<file path="config.mk">
export PLATFORM = sky130hd
export DESIGN_NAME = zxuno_regport_arbiter
export DESIGN_NICKNAME = d
export VERILOG_FILES = /design/src/rtl/zxuno_regport_arbiter.sv
export SDC_FILE = /design/constraint.sdc
export NUM_CORES = 1
export LEC_CHECK = 0
export ABC_CLOCK_PERIOD_IN_PS = 5000
export CAP_MARGIN = 20
export CORE_AREA = 2 2 74 76
export DETAILED_ROUTE_END_ITERATION = 10
export DIE_AREA = 0 0 76 78
export PLACE_DENSITY_LB_ADDON = 0.15
export RECOVER_POWER = 50
export SKIP_LAST_GASP = 1
export SLEW_MARGIN = 5
export SYNTH_ARGS = -nofsm -noshare
export SYNTH_HDL_FRONTEND = slang
export SYNTH_SLANG_ARGS = --single-unit
export TNS_END_PERCENT = 50
</file>
<file path="constraint.sdc">
create_clock -name clk -period 5 [get_ports clk]
set_clock_uncertainty 0.05 [all_clocks]
set_input_delay 1.5 -clock clk [delete_from_list [all_inputs] [get_ports clk]]
set_output_delay 1.5 -clock clk [all_outputs]
set_load 0.03 [all_outputs]
</file>
<file path="src/rtl/zxuno_regport_arbiter.sv">
// Register-port arbiter: shares the IOADDR/IODATA pair between the Z80 and
// one auxiliary master. Each aux access is an address write, then a data
// read or write, then a rewrite of the CPU's last selected register address.
// This keeps aux traffic invisible to CPU software.
//
//   state  | meaning
//   -------+-------------------------------------------------------------
//   IDLE   | CPU passthrough; shadow tracks CPU writes to IOADDR
//   A_ADDR | aux writes target register number to IOADDR
//   A_GAP1 | all strobes released
//   A_DATA | aux reads or writes IODATA
//   A_GAP2 | all strobes released
//   A_REST | aux rewrites the CPU's shadowed register number to IOADDR
//   A_GAP3 | all strobes released; aux_ack is asserted on the next edge
module zxuno_regport_arbiter #(
    parameter logic [15:0] IOADDR = 16'hFC3B,
    parameter logic [15:0] IODATA = 16'hFD3B
) (
    input  logic        clk,
    input  logic        rst_n,
    input  logic [15:0] cpu_a,
    input  logic        cpu_iorq_n,
    input  logic        cpu_rd_n,
    input  logic        cpu_wr_n,
    input  logic [7:0]  cpu_dout,
    output logic        cpu_wait_n,
    input  logic        aux_req,
    input  logic        aux_we,
    input  logic [7:0]  aux_addr,
    input  logic [7:0]  aux_wdata,
    output logic        aux_ack,
    output logic [7:0]  aux_rdata,
    input  logic [7:0]  reg_rdata,
    output logic        busy,
    output logic [15:0] rp_a,
    output logic        rp_iorq_n,
    output logic        rp_rd_n,
    output logic        rp_wr_n,
    output logic [7:0]  rp_din
);

    typedef enum logic [2:0] {
        IDLE   = 3'd0,
        A_ADDR = 3'd1,
        A_GAP1 = 3'd2,
        A_DATA = 3'd3,
        A_GAP2 = 3'd4,
        A_REST = 3'd5,
        A_GAP3 = 3'd6
    } state_t;

    state_t     state;
    logic       lat_we;
    logic [7:0] lat_addr;
    logic [7:0] lat_wdata;
    logic [7:0] shadow;
    logic       cpu_zx;

    assign cpu_zx = !cpu_iorq_n && ((cpu_a == IOADDR) || (cpu_a == IODATA));
    assign busy   = (state != IDLE);

    // Sequencer: accepts aux requests in IDLE (CPU wins collisions), walks the fixed sequence.
    always_ff @(posedge clk) begin
        if (!rst_n) begin
            state     <= IDLE;
            lat_we    <= 1'b0;
            lat_addr  <= 8'h00;
            lat_wdata <= 8'h00;
            shadow    <= 8'h00;
            aux_rdata <= 8'h00;
            aux_ack   <= 1'b0;
        end else begin
            aux_ack <= (state == A_GAP3);
            case (state)
                IDLE: begin
                    if (!cpu_iorq_n && !cpu_wr_n && (cpu_a == IOADDR))
                        shadow <= cpu_dout;
                    // The ack cycle blocks acceptance so a held request cannot restart at once.
                    if (aux_req && !cpu_zx && !aux_ack) begin
                        lat_we    <= aux_we;
                        lat_addr  <= aux_addr;
                        lat_wdata <= aux_wdata;
                        state     <= A_ADDR;
                    end
                end
                A_ADDR: state <= A_GAP1;
                A_GAP1: state <= A_DATA;
                A_DATA: begin
                    if (!lat_we)
                        aux_rdata <= reg_rdata;
                    state <= A_GAP2;
                end
                A_GAP2: state <= A_REST;
                A_REST: state <= A_GAP3;
                A_GAP3: state <= IDLE;
                default: state <= IDLE;
            endcase
        end
    end

    // Port mux: CPU passthrough in IDLE, otherwise aux-driven cycles with CPU ZX accesses stalled.
    always_comb begin
        rp_a       = cpu_a;
        rp_iorq_n  = cpu_iorq_n;
        rp_rd_n    = cpu_rd_n;
        rp_wr_n    = cpu_wr_n;
        rp_din     = cpu_dout;
        cpu_wait_n = 1'b1;
        if (state != IDLE) begin
            rp_a       = 16'h0000;
            rp_iorq_n  = 1'b1;
            rp_rd_n    = 1'b1;
            rp_wr_n    = 1'b1;
            rp_din     = 8'h00;
            cpu_wait_n = !cpu_zx;
        end
        case (state)
            A_ADDR: begin
                rp_a      = IOADDR;
                rp_iorq_n = 1'b0;
                rp_wr_n   = 1'b0;
                rp_din    = lat_addr;
            end
            A_DATA: begin
                rp_a      = IODATA;
                rp_iorq_n = 1'b0;
                if (lat_we) begin
                    rp_wr_n = 1'b0;
                    rp_din  = lat_wdata;
                end else begin
                    rp_rd_n = 1'b0;
                end
            end
            A_REST: begin
                rp_a      = IOADDR;
                rp_iorq_n = 1'b0;
                rp_wr_n   = 1'b0;
                rp_din    = shadow;
            end
            default: ;
        endcase
    end

endmodule

</file>
==> flow_summary.toml <==
[power_and_ir_drop]
swShare_pct = 30.27
share_comb_of_total_power_pct = 32.3
seqPwrFrac_pct = 36.6
p_sw_uw = 263.5
intPower_uw = 607.2
p_leak_uw = 0.001223
pwr-share-clk_pct = 31.1
p_per_area_nw_per_um2 = 279.9
worst_ir_drop_vdd_uv = 198.9

[timing]
period_share_pct = 94.45
tns_ns = 0
hold_violations = 0
fmax_mhz = 211.8
finalWorstSetupSlack_ns = 0.2777
rsz0062_at_grt = "no"
min_period_ns = 4.722
maxSlewViolCount = 63
setup_viol_count_final = 0
worst_slew_pin_slew_ns = 2.405
timing.slew.headroom_pct = -60.30

[worst_setup_path]
startpoint_type = "primary input"
rrSetupSlack_ns = 2.90
cp.arrival_ns = 3.17
cp_slowest_cell = "clkdlybuf4s50_1"
path_max_fanout = 2
required_ns = 3.45
path_cells = "clkdlybuf4s50_1 > nor3b_1 > a21oi_1 > o21ai_0 > clkdlybuf4s50_1"
critPathKind = "primary input to output pin"
slowest_delay_ns = 0.71
crit_path_end_kind = "output pin"
crit_top_cell = "clkdlybuf4s50_1"

[logic_synthesis]
synthesis.instances = 251
yosys.cell_types.count = 33
yosysSeqAreaShare_pct = 35.90
synth_area_um2 = 2063
synth_edf_count = 0
syn_avg_cell_area_um2 = 8.220
syn_nets = 306
synth-seq-cells = 37
synthArstFlopShare_pct = 0
ys.warnings.count = 0
synth_ff_type = "dfxtp_1"

[route]
drtIter0Drc = 79
drc = 0
vias_per_cell = 4.835
vias = 1958
ant_nets = 0
routedWlPerCell_um = 13.36
totalWireLength_mm = 5.410
firstDrtPassIters = 4

[clocking]
cts_resized = 0
clkTransAtPathRegs_ns = 0.07
cts_tree = "built"
cts_root_buf = "clkbuf_8"
cts_buffer_depth = 2
post-cts-setup-buffer-count = 0
cts.sinks = 37
cts_hold_buf = 0
htreeDepth = 2
insertion_delay_ns = 0.28
cts_buffers = 5

[finish]
regArea_um2 = 740.7
final_common_cell = "clkdlybuf4s50_1"
fillers = 477
area_growth_pct = 50.76
final_cell_mix = "clkdlybuf4s50_1 (82), nand2_1 (79), dfxtp_1 (37)"
n_antenna_cell = 0
drive_above_1_share_pct = 8.060
multi_input_area_um2 = 1206
nets = 389
final_util_pct = 61.69

[place]
gp_routability_congestion = 0.7153
place_hpwl_mm = 3.765
dpl_worst_slack_ns = 0.2931
io_buffers = 92

[floorplan]
die_w_um = 76
die_h_um = 78
core_um2 = 5042
rows = 26
start_util_pct = 40.92
io_pins = 93
dieArea_um2 = 5928

[grt]
globalRouteOverflowTotal = 0
grt_max_degree = 63
antenna_found_initial = 0
grt_pass1_wl_mm = 8.832
grt_use_total_pct = 18.41
grt_pass1_vias = 1855

[outcome]
status = "complete, but fails checks"
violations = "max-capacitance violations, max-slew violations"

[min_path]
min_path_type = "flip-flop to flip-flop"

[job]
maxCapViolations = 1
power groups by stage:
stage	Clock [µW]	Combinational [µW]	Sequential, µW
6_report	271	281	319
5_1_grt	293	300	321
4_1_cts	276	283	319
3_5_place_dp	0	281	326
3_3_place_gp	0	280	325
2_1_floorplan	0	165	325
worst paths after layout:
check         startpoint           to  cells after the start
max          cpu_dout[0]    rp_din[0]                      5
min          lat_addr[5]  lat_addr[5]                      2
max reg2reg     state[2]    shadow[2]                      4
min reg2reg  lat_addr[5]  lat_addr[5]                      2
cell type report:
| class | instances | area share [%] |
|---|---|---|
| Multi-Input combinational cell | 192 | 38.78 |
| Clock buffer | 6 | 2.655 |
| Sequential cell | 37 | 23.81 |
| Inverter | 1 | 0.1207 |
| Tap cell | 70 | 2.816 |
| Clock inverter | 2 | 1.207 |
| Timing Repair Buffer | 97 | 30.61 |
flip-flops by register name (all words and copies together), names as in the netlist:
name and count:
aux_ack 1, aux_rdata 8, lat_addr 8, lat_wdata 8
lat_we 1, shadow 8, state 3
synth_stat cells, drive strengths merged (2+ instances only):
cell type | number | area (µm²)
nand4bb | 2 | 38.79
buf | 8 | 70.07
nor3 | 5 | 46.30
a21boi | 9 | 67.56
o21ai | 9 | 45.04
dfxtp | 37 | 740.7
nand2b | 3 | 18.77
nor3b | 10 | 75.07
mux2i | 25 | 250.2
nand2 | 79 | 296.5
nor2 | 7 | 26.28
a21o | 11 | 82.58
a21oi | 10 | 50.05
mux2 | 8 | 90.09
and2 | 5 | 32.53
clkbuf | 13 | 48.80
routing by layer:
metal	vias to the layer above	wire length, µm	global-route usage [%]
met4	0	64	6.545
met1	878	2529	23.50
met3	8	244	4.302
li1	1011	-	-
met5	-	0	0
met2	61	2572	30.54
logic make-up after synthesis:
group	count (synthesis)	share of synthesized area (%)
and+or+nand+nor	119	29.41
AOI/OAI and AO/OA	40	12.25
DFF	37	35.90
muxes	33	16.50
buffers and inverters	22	5.943
stage by stage:
step | instance area (µm²) | instances | hold slack [ns] | power [µW]
5_1_grt | 3110 | 405 | 0.4231 | 913.7
3_5_place_dp | 2992 | 397 | 0.3978 | 606.8
6_report | 3110 | 405 | 0.4075 | 870.7
3_3_place_gp | 2992 | 397 | 0.3890 | 605.6
2_1_floorplan | 2063 | 251 | 0.3813 | 489.2
4_1_cts | 3112 | 405 | 0.4093 | 878.7
worst max-delay path: cells and delay by family:
family / cells / cell delay, ns
and+or+nand+nor: 1 / 0.20
AOI/OAI and AO/OA: 2 / 0.26
buffers and inverters: 2 / 1.21
Power figures use the tool's default switching activity.
